==> config.mk <==
export PLATFORM = sky130hd
export DESIGN_NAME = pixel_writer
export DESIGN_NICKNAME = d
export VERILOG_FILES = /design/src/rtl/fb_pkg.sv /design/src/rtl/sync_fifo.sv /design/src/rtl/pixel_writer.sv
export SDC_FILE = /design/constraint.sdc
export NUM_CORES = 1
export LEC_CHECK = 0
export ABC_AREA = 1
export ABC_CLOCK_PERIOD_IN_PS = 5350
export BUFFER_PORTS_ARGS = -buffer_cell sky130_fd_sc_hd__buf_2
export CORE_MARGIN = 4
export CORE_UTILIZATION = 40
export DETAILED_ROUTE_END_ITERATION = 16
export PLACE_DENSITY_LB_ADDON = 0.05
export SYNTH_ARGS = -nofsm -noshare
export SYNTH_HDL_FRONTEND = slang
export SYNTH_SLANG_ARGS = --single-unit
==> constraint.sdc <==
create_clock -name clk -period 5.35 [get_ports clk]
set_input_delay 0.2675 -clock clk [delete_from_list [all_inputs] [get_ports clk]]
set_output_delay 0.2675 -clock clk [all_outputs]
set_load 0.02 [all_outputs]
==> src/rtl/fb_pkg.sv <==
// Framebuffer constants, write-FSM state encoding and the pixel FIFO word
// shared by the line-drawing and video readout paths.
package fb_pkg;

    localparam int H_RES  = 640;
    localparam int V_RES  = 480;
    localparam int ADDR_W = 19;
    localparam int DATA_W = 8;

    typedef enum logic [1:0] {
        IDLE   = 2'd0,
        SETUP  = 2'd1,
        STROBE = 2'd2,
        HOLD   = 2'd3
    } wr_state_t;

    typedef struct packed {
        logic [ADDR_W-1:0] addr;
        logic [DATA_W-1:0] colour;
    } fb_pixel_t;

endpackage

==> src/rtl/sync_fifo.sv <==
// Single-clock FIFO with extra-MSB pointers; head word is visible on rdata
// whenever empty is low.
module sync_fifo #(
    parameter int WIDTH = 8,
    parameter int DEPTH = 8
) (
    input  logic             clk,
    input  logic             reset,
    input  logic             push,
    input  logic [WIDTH-1:0] wdata,
    input  logic             pop,
    output logic [WIDTH-1:0] rdata,
    output logic             full,
    output logic             empty
);

    localparam int AW = $clog2(DEPTH);
    localparam int PW = AW + 1;

    logic [WIDTH-1:0] mem [DEPTH];
    logic [PW-1:0]    wr_ptr;
    logic [PW-1:0]    rd_ptr;

    assign empty = (wr_ptr == rd_ptr);
    assign full  = (wr_ptr[AW] != rd_ptr[AW]) && (wr_ptr[AW-1:0] == rd_ptr[AW-1:0]);
    assign rdata = mem[rd_ptr[AW-1:0]];

    // NOTE: the storage array is deliberately not reset; the pointers alone
    // decide which entries are valid, so clearing the RAM would buy nothing.
    always_ff @(posedge clk) begin
        if (push && !full)
            mem[wr_ptr[AW-1:0]] <= wdata;
    end

    always_ff @(posedge clk) begin
        if (reset) begin
            wr_ptr <= '0;
            rd_ptr <= '0;
        end else begin
            if (push && !full)
                wr_ptr <= wr_ptr + PW'(1);
            if (pop && !empty)
                rd_ptr <= rd_ptr + PW'(1);
        end
    end

endmodule

==> src/rtl/pixel_writer.sv <==
// Buffers (x, y, colour) requests and commits each as a timed SRAM write while
// the arbiter grants the bus. Define PIXEL_WRITER_CLIP_COUNT_EN for clip_count.
module pixel_writer
    import fb_pkg::*;
#(
    parameter int H_RES      = fb_pkg::H_RES,
    parameter int V_RES      = fb_pkg::V_RES,
    parameter int ADDR_W     = fb_pkg::ADDR_W,
    parameter int DATA_W     = fb_pkg::DATA_W,
    parameter int FIFO_DEPTH = 8,
    parameter int WE_CYCLES  = 2
) (
    input  logic              clk,
    input  logic              reset,
    input  logic              pix_valid,
    output logic              pix_ready,
    input  logic [9:0]        pix_x,
    input  logic [9:0]        pix_y,
    input  logic [DATA_W-1:0] pix_colour,
    input  logic              mem_gnt,
    output logic              mem_req,
    output logic [ADDR_W-1:0] mem_addr,
    output logic [DATA_W-1:0] mem_wdata,
    output logic              mem_we_n,
    output logic              busy,
    output logic [15:0]       clip_count
);

    localparam int WCNT_W = (WE_CYCLES > 1) ? $clog2(WE_CYCLES) : 1;

    wr_state_t         state;
    logic [WCNT_W-1:0] we_cnt;
    logic [ADDR_W-1:0] pix_addr;
    fb_pixel_t         push_word;
    fb_pixel_t         head;
    logic              clipped;
    logic              accept;
    logic              fifo_full;
    logic              fifo_empty;
    logic              pop;

    generate
        if (H_RES == 640) begin : g_addr_640
            assign pix_addr = (ADDR_W'(pix_y) << 9) + (ADDR_W'(pix_y) << 7) + ADDR_W'(pix_x);
        end else begin : g_addr_mul
            assign pix_addr = ADDR_W'(pix_y) * ADDR_W'(H_RES) + ADDR_W'(pix_x);
        end
    endgenerate

    always_comb begin
        // NOTE: defaults first on every path so this block can never infer a latch.
        clipped   = 1'b0;
        push_word = '{addr: pix_addr, colour: pix_colour};
        if (int'(pix_x) >= H_RES || int'(pix_y) >= V_RES)
            clipped = 1'b1;
    end

    assign pix_ready = !fifo_full && !reset;
    assign accept    = pix_valid && pix_ready;
    // The HOLD cycle doubles as the idle decision so back-to-back writes cost WE_CYCLES+2.
    assign pop       = !fifo_empty && mem_gnt && (state == IDLE || state == HOLD);
    assign busy      = !fifo_empty || (state != IDLE);
    assign mem_req   = busy;

    sync_fifo #(
        .WIDTH ($bits(fb_pixel_t)),
        .DEPTH (FIFO_DEPTH)
    ) u_fifo (
        .clk   (clk),
        .reset (reset),
        .push  (accept && !clipped),
        .wdata (push_word),
        .pop   (pop),
        .rdata (head),
        .full  (fifo_full),
        .empty (fifo_empty)
    );

    always_ff @(posedge clk) begin
        // NOTE: sequential state uses non-blocking assignments only, so every
        // register sees the pre-edge value of every other register.
        if (reset) begin
            state     <= IDLE;
            we_cnt    <= '0;
            mem_addr  <= '0;
            mem_wdata <= '0;
            mem_we_n  <= 1'b1;
        end else begin
            case (state)
                IDLE, HOLD: begin
                    if (pop) begin
                        mem_addr  <= head.addr;
                        mem_wdata <= head.colour;
                        state     <= SETUP;
                    end else begin
                        state <= IDLE;
                    end
                end
                SETUP: begin
                    mem_we_n <= 1'b0;
                    we_cnt   <= WCNT_W'(WE_CYCLES - 1);
                    state    <= STROBE;
                end
                STROBE: begin
                    if (we_cnt == '0) begin
                        mem_we_n <= 1'b1;
                        state    <= HOLD;
                    end else begin
                        we_cnt <= we_cnt - WCNT_W'(1);
                    end
                end
                default: state <= IDLE;
            endcase
        end
    end

`ifdef PIXEL_WRITER_CLIP_COUNT_EN
    logic [15:0] clip_cnt_q;

    always_ff @(posedge clk) begin
        if (reset)
            clip_cnt_q <= '0;
        else if (accept && clipped && clip_cnt_q != 16'hFFFF)
            clip_cnt_q <= clip_cnt_q + 16'd1;
    end

    assign clip_count = clip_cnt_q;
`else
    assign clip_count = 16'd0;
`endif

endmodule

==> results.json <==
{
  "skew_ns": 0.0159,
  "cp-end-kind": "flop",
  "cts_tree": "yes",
  "ys_seq_area_frac": 0.662,
  "die_w_um": 174,
  "hold_end": "u_fifo.mem[2][2]",
  "layoutNonFillerInstCount": 1469,
  "wl_um": 24900,
  "fmax_mhz": 297,
  "peakVddDrop_mv": 0.240,
  "critical_path_class": "reg -> reg",
  "drc": 0,
  "cts_setup_buffers": 0,
  "r2r-start": "u_fifo.rd_ptr[0]",
  "num_vias": 7182,
  "fp.dieH_um": 174,
  "hold_viol_final": 0,
  "worst_slew_pin_slew_ns": 1.18,
  "final-max-slew-violation-count": 0,
  "synthFlopType": "edfxtp_1",
  "multi_input_area_um2": 3240,
  "synth.top_cells.by_area": "edfxtp_1, nor2_1, dfxtp_1",
  "grt_max_degree": 91,
  "timing.final.crit_share": 0.629,
  "yosysWarnings": 0,
  "syn_area_um2": 11000,
  "reg2reg_slack_ns": 1.98,
  "dpl.cell_count": 1417,
  "drt_iter0_drc": 541,
  "clkPwrFrac": 0.418,
  "numCtsBuffers": 28,
  "dp_hpwl_um": 14400,
  "synth_top_area_frac": 0.590,
  "r2r_end": "u_fifo.mem[0][16]",
  "hold_path.class": "in -> reg",
  "drt_pass1_iterations": 5,
  "syn_inst": 1055,
  "arrival_ns": 3.56,
  "synthArstFlopShare": 0,
  "clock_path_buffers": 3,
  "worstSkewPairLatency_ns": 0.53,
  "rows": 60,
  "min-delay-start": "pix_colour[2]",
  "synth.largest_area_cell": "edfxtp_1",
  "ys_types": 30,
  "num_antenna_cells": 0,
  "vias_per_cell": 4.89,
  "p_leak_uw": 0.00483,
  "postCtsHoldBufs": 1,
  "intPower_uw": 3520,
  "grt.overflow.total": 0,
  "stdcell_area_um2": 12500,
  "cts_sinks": 255,
  "antenna_found_initial": 0,
  "core_area_um2": 27000,
  "setup_viol": 0,
  "start_util": 0.408,
  "switchingPower_uw": 1070,
  "grt_pass1_wl_um": 40100,
  "ctsResizeCount": 0,
  "gp_congestion": 0.767,
  "synth_edf_count": 216,
  "layout-area-overhead-vs-synth_pct": 13.7,
  "p_per_area_nw_per_um2": 368,
  "rsz0062_at_grt": "false",
  "synth_seq_cells": 255,
  "critPathLaunchType": "flop",
  "numPortBuffers": 62,
  "comb_power_share": 0.091,
  "final_nets": 1164,
  "wire_per_inst_um": 17.0,
  "avgSynthCellArea_um2": 10.4,
  "yosysMostFrequentCell": "nor2_1",
  "path_clk_slew_ns": 0.06,
  "dieArea_um2": 30200,
  "synth.top_cells.by_count": "nor2_1, edfxtp_1, nand2_1, o21ai_0, inv_1",
  "p_sw_frac": 0.233,
  "globalRouteTotalUtil": 0.165,
  "grt_pass1_vias": 7112,
  "drive_gt1_frac": 0.114,
  "max-slew-margin-rel": 0.207,
  "nFillCells": 2570,
  "rr_worst_depth": 5,
  "placed_area_um2": 11600,
  "regArea_um2": 7270,
  "status": "completed",
  "tns_ns": 0,
  "fin_crit_ns": 3.37,
  "h-tree-depth": 1,
  "crit_fanout": 48,
  "required_ns": 5.54,
  "hold_depth": 1,
  "antenna_left": 0,
  "num_io_pins": 79,
  "cap_viol_max_count": 0,
  "pwr-share-seq": 0.491,
  "cts-root-buf": "clkbuf_16"
}
-- area by class of cell --
type	instances	share of cell area
Clock buffer	40	0.0638
Tap cell	341	0.0342
Inverter	57	0.0172
Clock inverter	11	0.00992
Multi-Input combinational cell	690	0.260
Sequential cell	255	0.582
Timing Repair Buffer	75	0.0329
-- flip-flops by register name, indices dropped and copies added, names as in the netlist --
name,count
mem_addr,19
u_fifo.rd_ptr,4
u_fifo.mem,216
u_fifo.wr_ptr,4
we_cnt,1
mem_wdata,8
mem_we_n,1
state,2
-- cells in the final DEF (no fill, tap or decap), drive strengths merged --
| cell type | n |
|---|---|
| xnor2 | 4 |
| xor2 | 8 |
| nor3 | 4 |
| clkinv | 10 |
| nor2 | 233 |
| nand3 | 17 |
| ha | 23 |
| edfxtp | 216 |
| nand4 | 6 |
| inv | 55 |
| o21ai | 171 |
| a21o | 2 |
| nand2 | 184 |
| a21oi | 17 |
| dlygate4sd3 | 1 |
| fa | 2 |
| dfxtp | 39 |
| clkbuf | 40 |
| bufinv | 3 |
| conb | 16 |
| buf | 74 |
| and2 | 1 |
| a31oi | 2 |
-- routing by layer --
layer,wire length (um),GRT usage
met4,419,0.0343
met3,1080,0.0238
met2,11100,0.264
met1,12400,0.243
met5,0,0
-- worst max-delay path, stage by stage (launching register included) --
cell and delay, ns:
dfxtp_4 0.72, xnor2_1 0.17, nand4_1 0.20, nand3_1 0.42
nor3_2 1.04, buf_4 0.46
-- logic make-up (layout without fill, tap and decap cells) --
| kind of cell | Yosys count | count (layout) | share of synthesized area |
|---|---|---|---|
| and+or+nand+nor | 445 | 445 | 0.157 |
| adders and majority gates | 25 | 25 | 0.0298 |
| other | 1 | 16 | 0.000341 |
| xor gates and xnor gates | 12 | 12 | 0.00957 |
| DFF | 255 | 255 | 0.662 |
| buffers and inverters | 125 | 183 | 0.0531 |
| AOI/OAI and AO/OA | 192 | 192 | 0.0885 |
-- worst max path at each step --
| stage | from | endpoint | slack [ns] |
|---|---|---|---|
| 2_1_floorplan | u_fifo.wr_ptr[2] | u_fifo.mem[2][0] | 2.00 |
| 3_3_place_gp | pix_x[8] | u_fifo.mem[0][14] | 1.81 |
| 3_5_place_dp | pix_x[8] | u_fifo.mem[0][14] | 1.76 |
| 4_1_cts | u_fifo.rd_ptr[0] | u_fifo.mem[0][14] | 1.93 |
| 5_1_grt | u_fifo.rd_ptr[0] | u_fifo.mem[0][18] | 1.74 |
| 6_report | u_fifo.rd_ptr[0] | u_fifo.mem[0][16] | 1.98 |
-- metrics by stage --
step | power [uW] | hold WS, ns | util | setup WS, ns
2_1_floorplan | 2590 | 0.366 | - | 2.00
3_3_place_gp | 2720 | 0.457 | 0.429 | 1.81
3_5_place_dp | 2720 | 0.459 | 0.429 | 1.76
4_1_cts | 4640 | 0.00119 | 0.463 | 1.93
5_1_grt | 4780 | 0.00401 | 0.463 | 1.74
6_report | 4590 | 0.0196 | 0.463 | 1.98
-- power groups by stage --
stage	Sequential (uW)	Combinational (uW)	Clock, uW
final	2250	417	1920
after global placement	2300	425	0
after CTS	2250	426	1970
after detailed placement	2300	424	0
after floorplan	2310	281	0
after global routing	2260	482	2040
No activity file was read; power rests on OpenSTA's default activity.
